<file path="config.mk">
export PLATFORM = sky130hd
export DESIGN_NAME = sha_round_ctrl_flat
export DESIGN_NICKNAME = d
export VERILOG_FILES = /design/src/rtl/sha_round_ctrl_if.sv /design/src/rtl/sha_round_ctrl.sv /design/src/flat_wrapper.sv
export SDC_FILE = /design/constraint.sdc
export NUM_CORES = 1
export LEC_CHECK = 0
export CAP_MARGIN = 20
export CORE_UTILIZATION = 45
export CTS_BUF_LIST = sky130_fd_sc_hd__clkbuf_16
export DETAILED_ROUTE_END_ITERATION = 10
export PLACE_DENSITY = 0.7
export SYNTH_ARGS = -nofsm -noshare
export SYNTH_HDL_FRONTEND = slang
export SYNTH_SLANG_ARGS = --single-unit
</file>
<file path="constraint.sdc">
create_clock -name i_clk -period 2.5 [get_ports i_clk]
set_input_delay 0.5 -clock i_clk [delete_from_list [all_inputs] [get_ports i_clk]]
set_output_delay 0.5 -clock i_clk [all_outputs]
set_load 0.05 [all_outputs]
</file>
<file path="src/rtl/sha_round_ctrl_if.sv">
// Handshake and control bundle between the block source, the round controller
// and the digest datapath.
// Ports: i_blk_vld/i_first/i_last/i_abort from upstream, o_blk_rdy back to it;
//        o_load/o_init/o_round_en/o_count/o_fin/o_done/o_busy/o_blk_cnt to the digest stage.
// The slave modport is the controller's view; master is the source/datapath view.
interface sha_round_ctrl_if;
  logic        i_blk_vld;
  logic        i_first;
  logic        i_last;
  logic        i_abort;
  logic        o_blk_rdy;
  logic        o_load;
  logic        o_init;
  logic        o_round_en;
  logic [6:0]  o_count;
  logic        o_fin;
  logic        o_done;
  logic        o_busy;
  logic [15:0] o_blk_cnt;

  modport slave (
    input  i_blk_vld, i_first, i_last, i_abort,
    output o_blk_rdy, o_load, o_init, o_round_en, o_count,
           o_fin, o_done, o_busy, o_blk_cnt
  );

  modport master (
    output i_blk_vld, i_first, i_last, i_abort,
    input  o_blk_rdy, o_load, o_init, o_round_en, o_count,
           o_fin, o_done, o_busy, o_blk_cnt
  );
endinterface

</file>
<file path="src/rtl/sha_round_ctrl.sv">
// Purpose: SHA-256 round sequencer: accepts 512-bit blocks, walks 64 rounds, finalises H.
// Latency: accept at T -> o_load T+1, rounds T+2..T+65, o_fin T+66, o_done T+67 (last block).
// Backpressure: o_blk_rdy only in IDLE/WAIT; i_stall (SHA_STALL_EN) freezes the round counter.
//
// Ports:
//   i_clk        single clock, rising edge
//   i_rst        asynchronous active-low reset
//   i_stall      (only when SHA_STALL_EN is defined) hold the round counter during ROUND
//   bus          sha_round_ctrl_if.slave: block handshake in, schedule/digest controls out
// Optional feature macro: SHA_STALL_EN (default build: no stall input, ROUND is exactly 64 cycles).
module sha_round_ctrl (
  input  logic            i_clk,
  input  logic            i_rst,
`ifdef SHA_STALL_EN
  input  logic            i_stall,
`endif
  sha_round_ctrl_if.slave bus
);

  typedef enum logic [2:0] {
    IDLE  = 3'd0,
    LOAD  = 3'd1,
    ROUND = 3'd2,
    FINAL = 3'd3,
    WAIT  = 3'd4,
    DONE  = 3'd5
  } state_t;

  localparam logic [6:0]  LAST_ROUND = 7'd63;
  localparam logic [6:0]  FIN_COUNT  = 7'd64;
  localparam logic [15:0] CNT_MAX    = 16'hFFFF;

  state_t      r_state;
  logic        r_last;
  logic        r_blk_rdy;
  logic        r_load;
  logic        r_init;
  logic        r_round_en;
  logic        r_fin;
  logic        r_done;
  logic        r_busy;
  logic [6:0]  r_count;
  logic [15:0] r_blk_cnt;

  logic        w_accept;
  logic        w_step;
  logic        w_new_msg;
  logic [15:0] w_blk_cnt_inc;

  // r_blk_rdy is only ever high in IDLE/WAIT, so it doubles as the accept qualifier.
  assign w_accept  = bus.i_blk_vld & r_blk_rdy;

  // A block accepted from IDLE always starts a message; in WAIT only when i_first says so.
  assign w_new_msg = (r_state == IDLE) | bus.i_first;

  assign w_blk_cnt_inc = (r_blk_cnt == CNT_MAX) ? r_blk_cnt : r_blk_cnt + 16'd1;

`ifdef SHA_STALL_EN
  assign w_step = ~i_stall;
`else
  assign w_step = 1'b1;
`endif

  // All control outputs are registered next to the state so they change only on the
  // state transition; o_round_en is the one exception because a stall must drop it in
  // the same cycle it is asserted.
  always_ff @(posedge i_clk or negedge i_rst) begin
    if (!i_rst) begin
      r_state    <= IDLE;
      r_last     <= 1'b0;
      r_blk_rdy  <= 1'b1;
      r_load     <= 1'b0;
      r_init     <= 1'b0;
      r_round_en <= 1'b0;
      r_fin      <= 1'b0;
      r_done     <= 1'b0;
      r_busy     <= 1'b0;
      r_count    <= 7'd0;
      r_blk_cnt  <= 16'd0;
    end else begin
      // single-cycle pulses default low
      r_load <= 1'b0;
      r_init <= 1'b0;
      r_fin  <= 1'b0;
      r_done <= 1'b0;

      if (bus.i_abort) begin
        // Abort wins over a simultaneous acceptance and drops the partial message.
        r_state    <= IDLE;
        r_blk_rdy  <= 1'b1;
        r_round_en <= 1'b0;
        r_busy     <= 1'b0;
        r_count    <= 7'd0;
        r_blk_cnt  <= 16'd0;
      end else begin
        case (r_state)
          IDLE, WAIT: begin
            if (w_accept) begin
              r_state   <= LOAD;
              r_last    <= bus.i_last;
              r_load    <= 1'b1;
              r_blk_rdy <= 1'b0;
              r_busy    <= 1'b1;
              r_count   <= 7'd0;
              if (w_new_msg) begin
                r_init    <= 1'b1;
                r_blk_cnt <= 16'd0;
              end
            end
          end

          LOAD: begin
            r_state    <= ROUND;
            r_round_en <= 1'b1;
            r_count    <= 7'd0;
          end

          ROUND: begin
            if (w_step) begin
              if (r_count == LAST_ROUND) begin
                r_state    <= FINAL;
                r_round_en <= 1'b0;
                r_count    <= FIN_COUNT;
                r_fin      <= 1'b1;
                r_blk_cnt  <= w_blk_cnt_inc;
              end else begin
                r_count <= r_count + 7'd1;
              end
            end
          end

          FINAL: begin
            r_count <= 7'd0;
            if (r_last) begin
              r_state <= DONE;
              r_done  <= 1'b1;
            end else begin
              r_state   <= WAIT;
              r_blk_rdy <= 1'b1;
            end
          end

          DONE: begin
            // o_blk_cnt is left alone so the final count stays visible until the next o_init.
            r_state   <= IDLE;
            r_busy    <= 1'b0;
            r_blk_rdy <= 1'b1;
          end

          default: begin
            r_state    <= IDLE;
            r_blk_rdy  <= 1'b1;
            r_round_en <= 1'b0;
            r_busy     <= 1'b0;
            r_count    <= 7'd0;
          end
        endcase
      end
    end
  end

  assign bus.o_blk_rdy  = r_blk_rdy;
  assign bus.o_load     = r_load;
  assign bus.o_init     = r_init;
  assign bus.o_round_en = r_round_en & w_step;
  assign bus.o_count    = r_count;
  assign bus.o_fin      = r_fin;
  assign bus.o_done     = r_done;
  assign bus.o_busy     = r_busy;
  assign bus.o_blk_cnt  = r_blk_cnt;

endmodule

</file>
<file path="src/flat_wrapper.sv">
// flat-port wrapper written by rule: the top's interface ports become plain ports
module sha_round_ctrl_flat 
  (i_clk, i_rst, bus_i_blk_vld, bus_i_first, bus_i_last, bus_i_abort, bus_o_blk_rdy, bus_o_load, bus_o_init, bus_o_round_en, bus_o_count, bus_o_fin, bus_o_done, bus_o_busy, bus_o_blk_cnt);
  sha_round_ctrl_if bus_i ();
  input  logic i_clk;
  input  logic i_rst;
  input wire logic [$bits(bus_i.i_blk_vld)-1:0] bus_i_blk_vld;
  input wire logic [$bits(bus_i.i_first)-1:0] bus_i_first;
  input wire logic [$bits(bus_i.i_last)-1:0] bus_i_last;
  input wire logic [$bits(bus_i.i_abort)-1:0] bus_i_abort;
  output wire logic [$bits(bus_i.o_blk_rdy)-1:0] bus_o_blk_rdy;
  output wire logic [$bits(bus_i.o_load)-1:0] bus_o_load;
  output wire logic [$bits(bus_i.o_init)-1:0] bus_o_init;
  output wire logic [$bits(bus_i.o_round_en)-1:0] bus_o_round_en;
  output wire logic [$bits(bus_i.o_count)-1:0] bus_o_count;
  output wire logic [$bits(bus_i.o_fin)-1:0] bus_o_fin;
  output wire logic [$bits(bus_i.o_done)-1:0] bus_o_done;
  output wire logic [$bits(bus_i.o_busy)-1:0] bus_o_busy;
  output wire logic [$bits(bus_i.o_blk_cnt)-1:0] bus_o_blk_cnt;
  assign bus_i.i_blk_vld = bus_i_blk_vld;
  assign bus_i.i_first = bus_i_first;
  assign bus_i.i_last = bus_i_last;
  assign bus_i.i_abort = bus_i_abort;
  assign bus_o_blk_rdy = bus_i.o_blk_rdy;
  assign bus_o_load = bus_i.o_load;
  assign bus_o_init = bus_i.o_init;
  assign bus_o_round_en = bus_i.o_round_en;
  assign bus_o_count = bus_i.o_count;
  assign bus_o_fin = bus_i.o_fin;
  assign bus_o_done = bus_i.o_done;
  assign bus_o_busy = bus_i.o_busy;
  assign bus_o_blk_cnt = bus_i.o_blk_cnt;
  sha_round_ctrl u_core (.i_clk(i_clk), .i_rst(i_rst), .bus(bus_i));
endmodule
</file>
==> out/metrics.cfg, run 1 <==
[logic_synthesis]
synth_edf_count=0
synthArstFlopShare=1.00
synth_top_flop_cell=dfrtp_1
ys_seq_area_frac=0.424
ys_types=56
netlist_area_um2=2010
synthCells=212
synth_fp_nets=220
ys_ff_latch=34
ys_warn_count=0
syn_avg_cell_area_um2=9.48

[clock_network]
cts_buffers=5
insertion_delay_ns=0.28
cts_max_level=2
post_cts_buffers=0
cts_tree=yes
hold_buffers=0
clockRootBuffer=clkbuf_16
cts.repair.resized=0
cts.sinks=34
cts.clk_slew.worst_paths_ns=0.05
cts_max_path_buffers=2

[floorplan]
core_area_um2=4140
rows=23
start_util=0.485
fp.dieW_um=68.8
io_pins=36
die-area_um2=4740
die_h_um=68.8

[global_route]
grt-ovfl-total=0
grt_max_degree=35
use_met2=0.371
track_usage=0.245
grt_pass1_vias=1736
grtUsageMet1=0.335
top_usage_layer=met2
antenna_found_initial=0
grt.met3_usage=0.0559
grt_pass1_wl_um=8360

[sta]
fmax_ghz=0.451
rsz0062_at_grt=false
period_share=0.887
maxSlewHeadroom=0.598
timing.final.hold_violations=0
setup_slack_ns=0.283
skew_ns=0.00219
setup_violations=0
min_period_ns=2.22
worst_pin_slew_ns=0.597
hold_ws_ns=0.532
slew_violations=0
tns_ns=0

[final_layout]
num_antenna_cells=0
drive_gt1_frac=0.107
final_nets=260
syn_to_final_growth_pct=28.4
fin_util=0.623
largest_reg_flops=16

[power]
power_uw=1610
vdd_ir_drop_max_v=0.000375
powerDensity_nw_per_um2=623
leakagePower_uw=0.00106

[route]
final_antenna_net_count=0
wl_um=5070
avgViaCountPerCell=6.40
drtPass1Iterations=4
drc=0
avgRoutedWirePerCell_um=16.7
drt-initial-drc-count=174
vias=1939

[worst_setup_path]
crit_chain=clkdlybuf4s50_1
start_kind=register
cp_max_fo=9
cpPeakStageDelay_ns=0.82
worstSetupPathType=register to output port
cp-end-kind=output port
crit_required_ns=2.00
cp_top_family=buffers and inverters
cp.arrival_ns=1.72
cp_num_buf_inv=1
cp_slowest_cell=clkdlybuf4s50_1

[flow_run]
drv_cap=0

[placed_design]
portBuffers=35
pre_cts_ws_ns=0.219
hpwlAfterDp_um=3370
gp_routability_congestion=0.839

[status]
status=complete, no violations

[worst_hold_path]
hp-class=register to register

## cell usage in the layout (no fill, tap or decap), drive strengths merged, types with 2 or more instances in the layout
master and count:
a211o 3, a211oi 2, a21oi 11, a31o 2, a31oi 12, a32oi 2, a41o 3, a41oi 4
and2 2, and3 4, and4 5, buf 10, clkbuf 5, clkdlybuf4s50 35, clkinv 2, dfrtp 33
ha 2, inv 7, mux2 2, nand2 13, nand2b 2, nand3 18, nand4 8, nor2 10
nor2b 4, nor3 10, nor4 4, nor4b 3, o211ai 5, o21ai 10, o22a 2, o311ai 2
## per-layer routing
metal	routed length, um	up-vias
met2	2290	64
met1	2400	949
met3	276	11
met4	102	0
li1	-	915
met5	0	-
## kinds of logic after synthesis
family,synth area share
XOR/XNOR,0.00436
AO/OA/AOI/OAI,0.240
multiplexers,0.0162
adder cells (fa/ha/maj),0.0124
buffers and inverters,0.0386
AND/OR/NAND/NOR,0.264
flip-flops,0.424
## path summary, 6_finish.rpt
kind	start	endpoint	slack, ns	cells past startpoint
setup / recovery	u_core.bus.o_blk_rdy	bus_o_blk_rdy	0.28	1
hold / removal	u_core.bus.o_blk_cnt[15]	u_core.bus.o_blk_cnt[15]	0.53	1
setup reg to reg	u_core.bus.o_blk_cnt[1]	u_core.bus.o_blk_cnt[4]	0.42	5
hold reg to reg	u_core.bus.o_blk_cnt[15]	u_core.bus.o_blk_cnt[15]	0.53	1
max in group asynchronous	i_rst	u_core.bus.o_blk_rdy	1.53	2
min in group asynchronous	i_rst	u_core.bus.o_fin	0.64	2
## metrics by stage
step / cells / instance area [um2]
finish: 303 / 2580
global route: 303 / 2580
CTS: 303 / 2580
detailed placement: 295 / 2440
global placement: 295 / 2440
floorplan: 212 / 2010
## cell usage after synthesis, types with 5 or more instances
| library cell | n | area share |
|---|---|---|
| nand4_1 | 7 | 0.022 |
| dfrtp_1 | 33 | 0.41 |
| nand2_1 | 13 | 0.024 |
| nor2_1 | 10 | 0.019 |
| inv_1 | 6 | 0.011 |
| o211ai_1 | 5 | 0.019 |
| o21ai_0 | 9 | 0.022 |
| a31oi_1 | 12 | 0.037 |
| a21oi_1 | 10 | 0.025 |
| nor3_1 | 8 | 0.020 |
| buf_2 | 5 | 0.012 |
| clkbuf_1 | 5 | 0.0093 |
| nand3_1 | 18 | 0.045 |
| and4_1 | 5 | 0.022 |
## power breakdown
part,switching (uW),internal [uW]
Sequential,35.5,590
Clock,230,360
Combinational,241,153
## cell type report
class                   instances  area [um2]
clock buffers                   5         125
fillers                       365        1560
clock inverters                 3        12.5
well taps                      50        62.6
flip-flops and latches         34         852
multi-input cells             160        1080
repair buffers                 45         425
inverters                       6        22.5
Power figures use the tool's default switching activity.
==> run 2: changes to the inputs <==
- CTS_CLUSTER_DIAMETER: unset -> 100
==> results of run 2 <==
Same layout as run 1: the final DEF is identical, and so are final timing and power.
==> run 3: changes to the inputs <==
- HOLD_SLACK_MARGIN: unset -> 0.12
==> results of run 3 <==
Same layout as run 1: the final DEF is identical, and so are final timing and power.
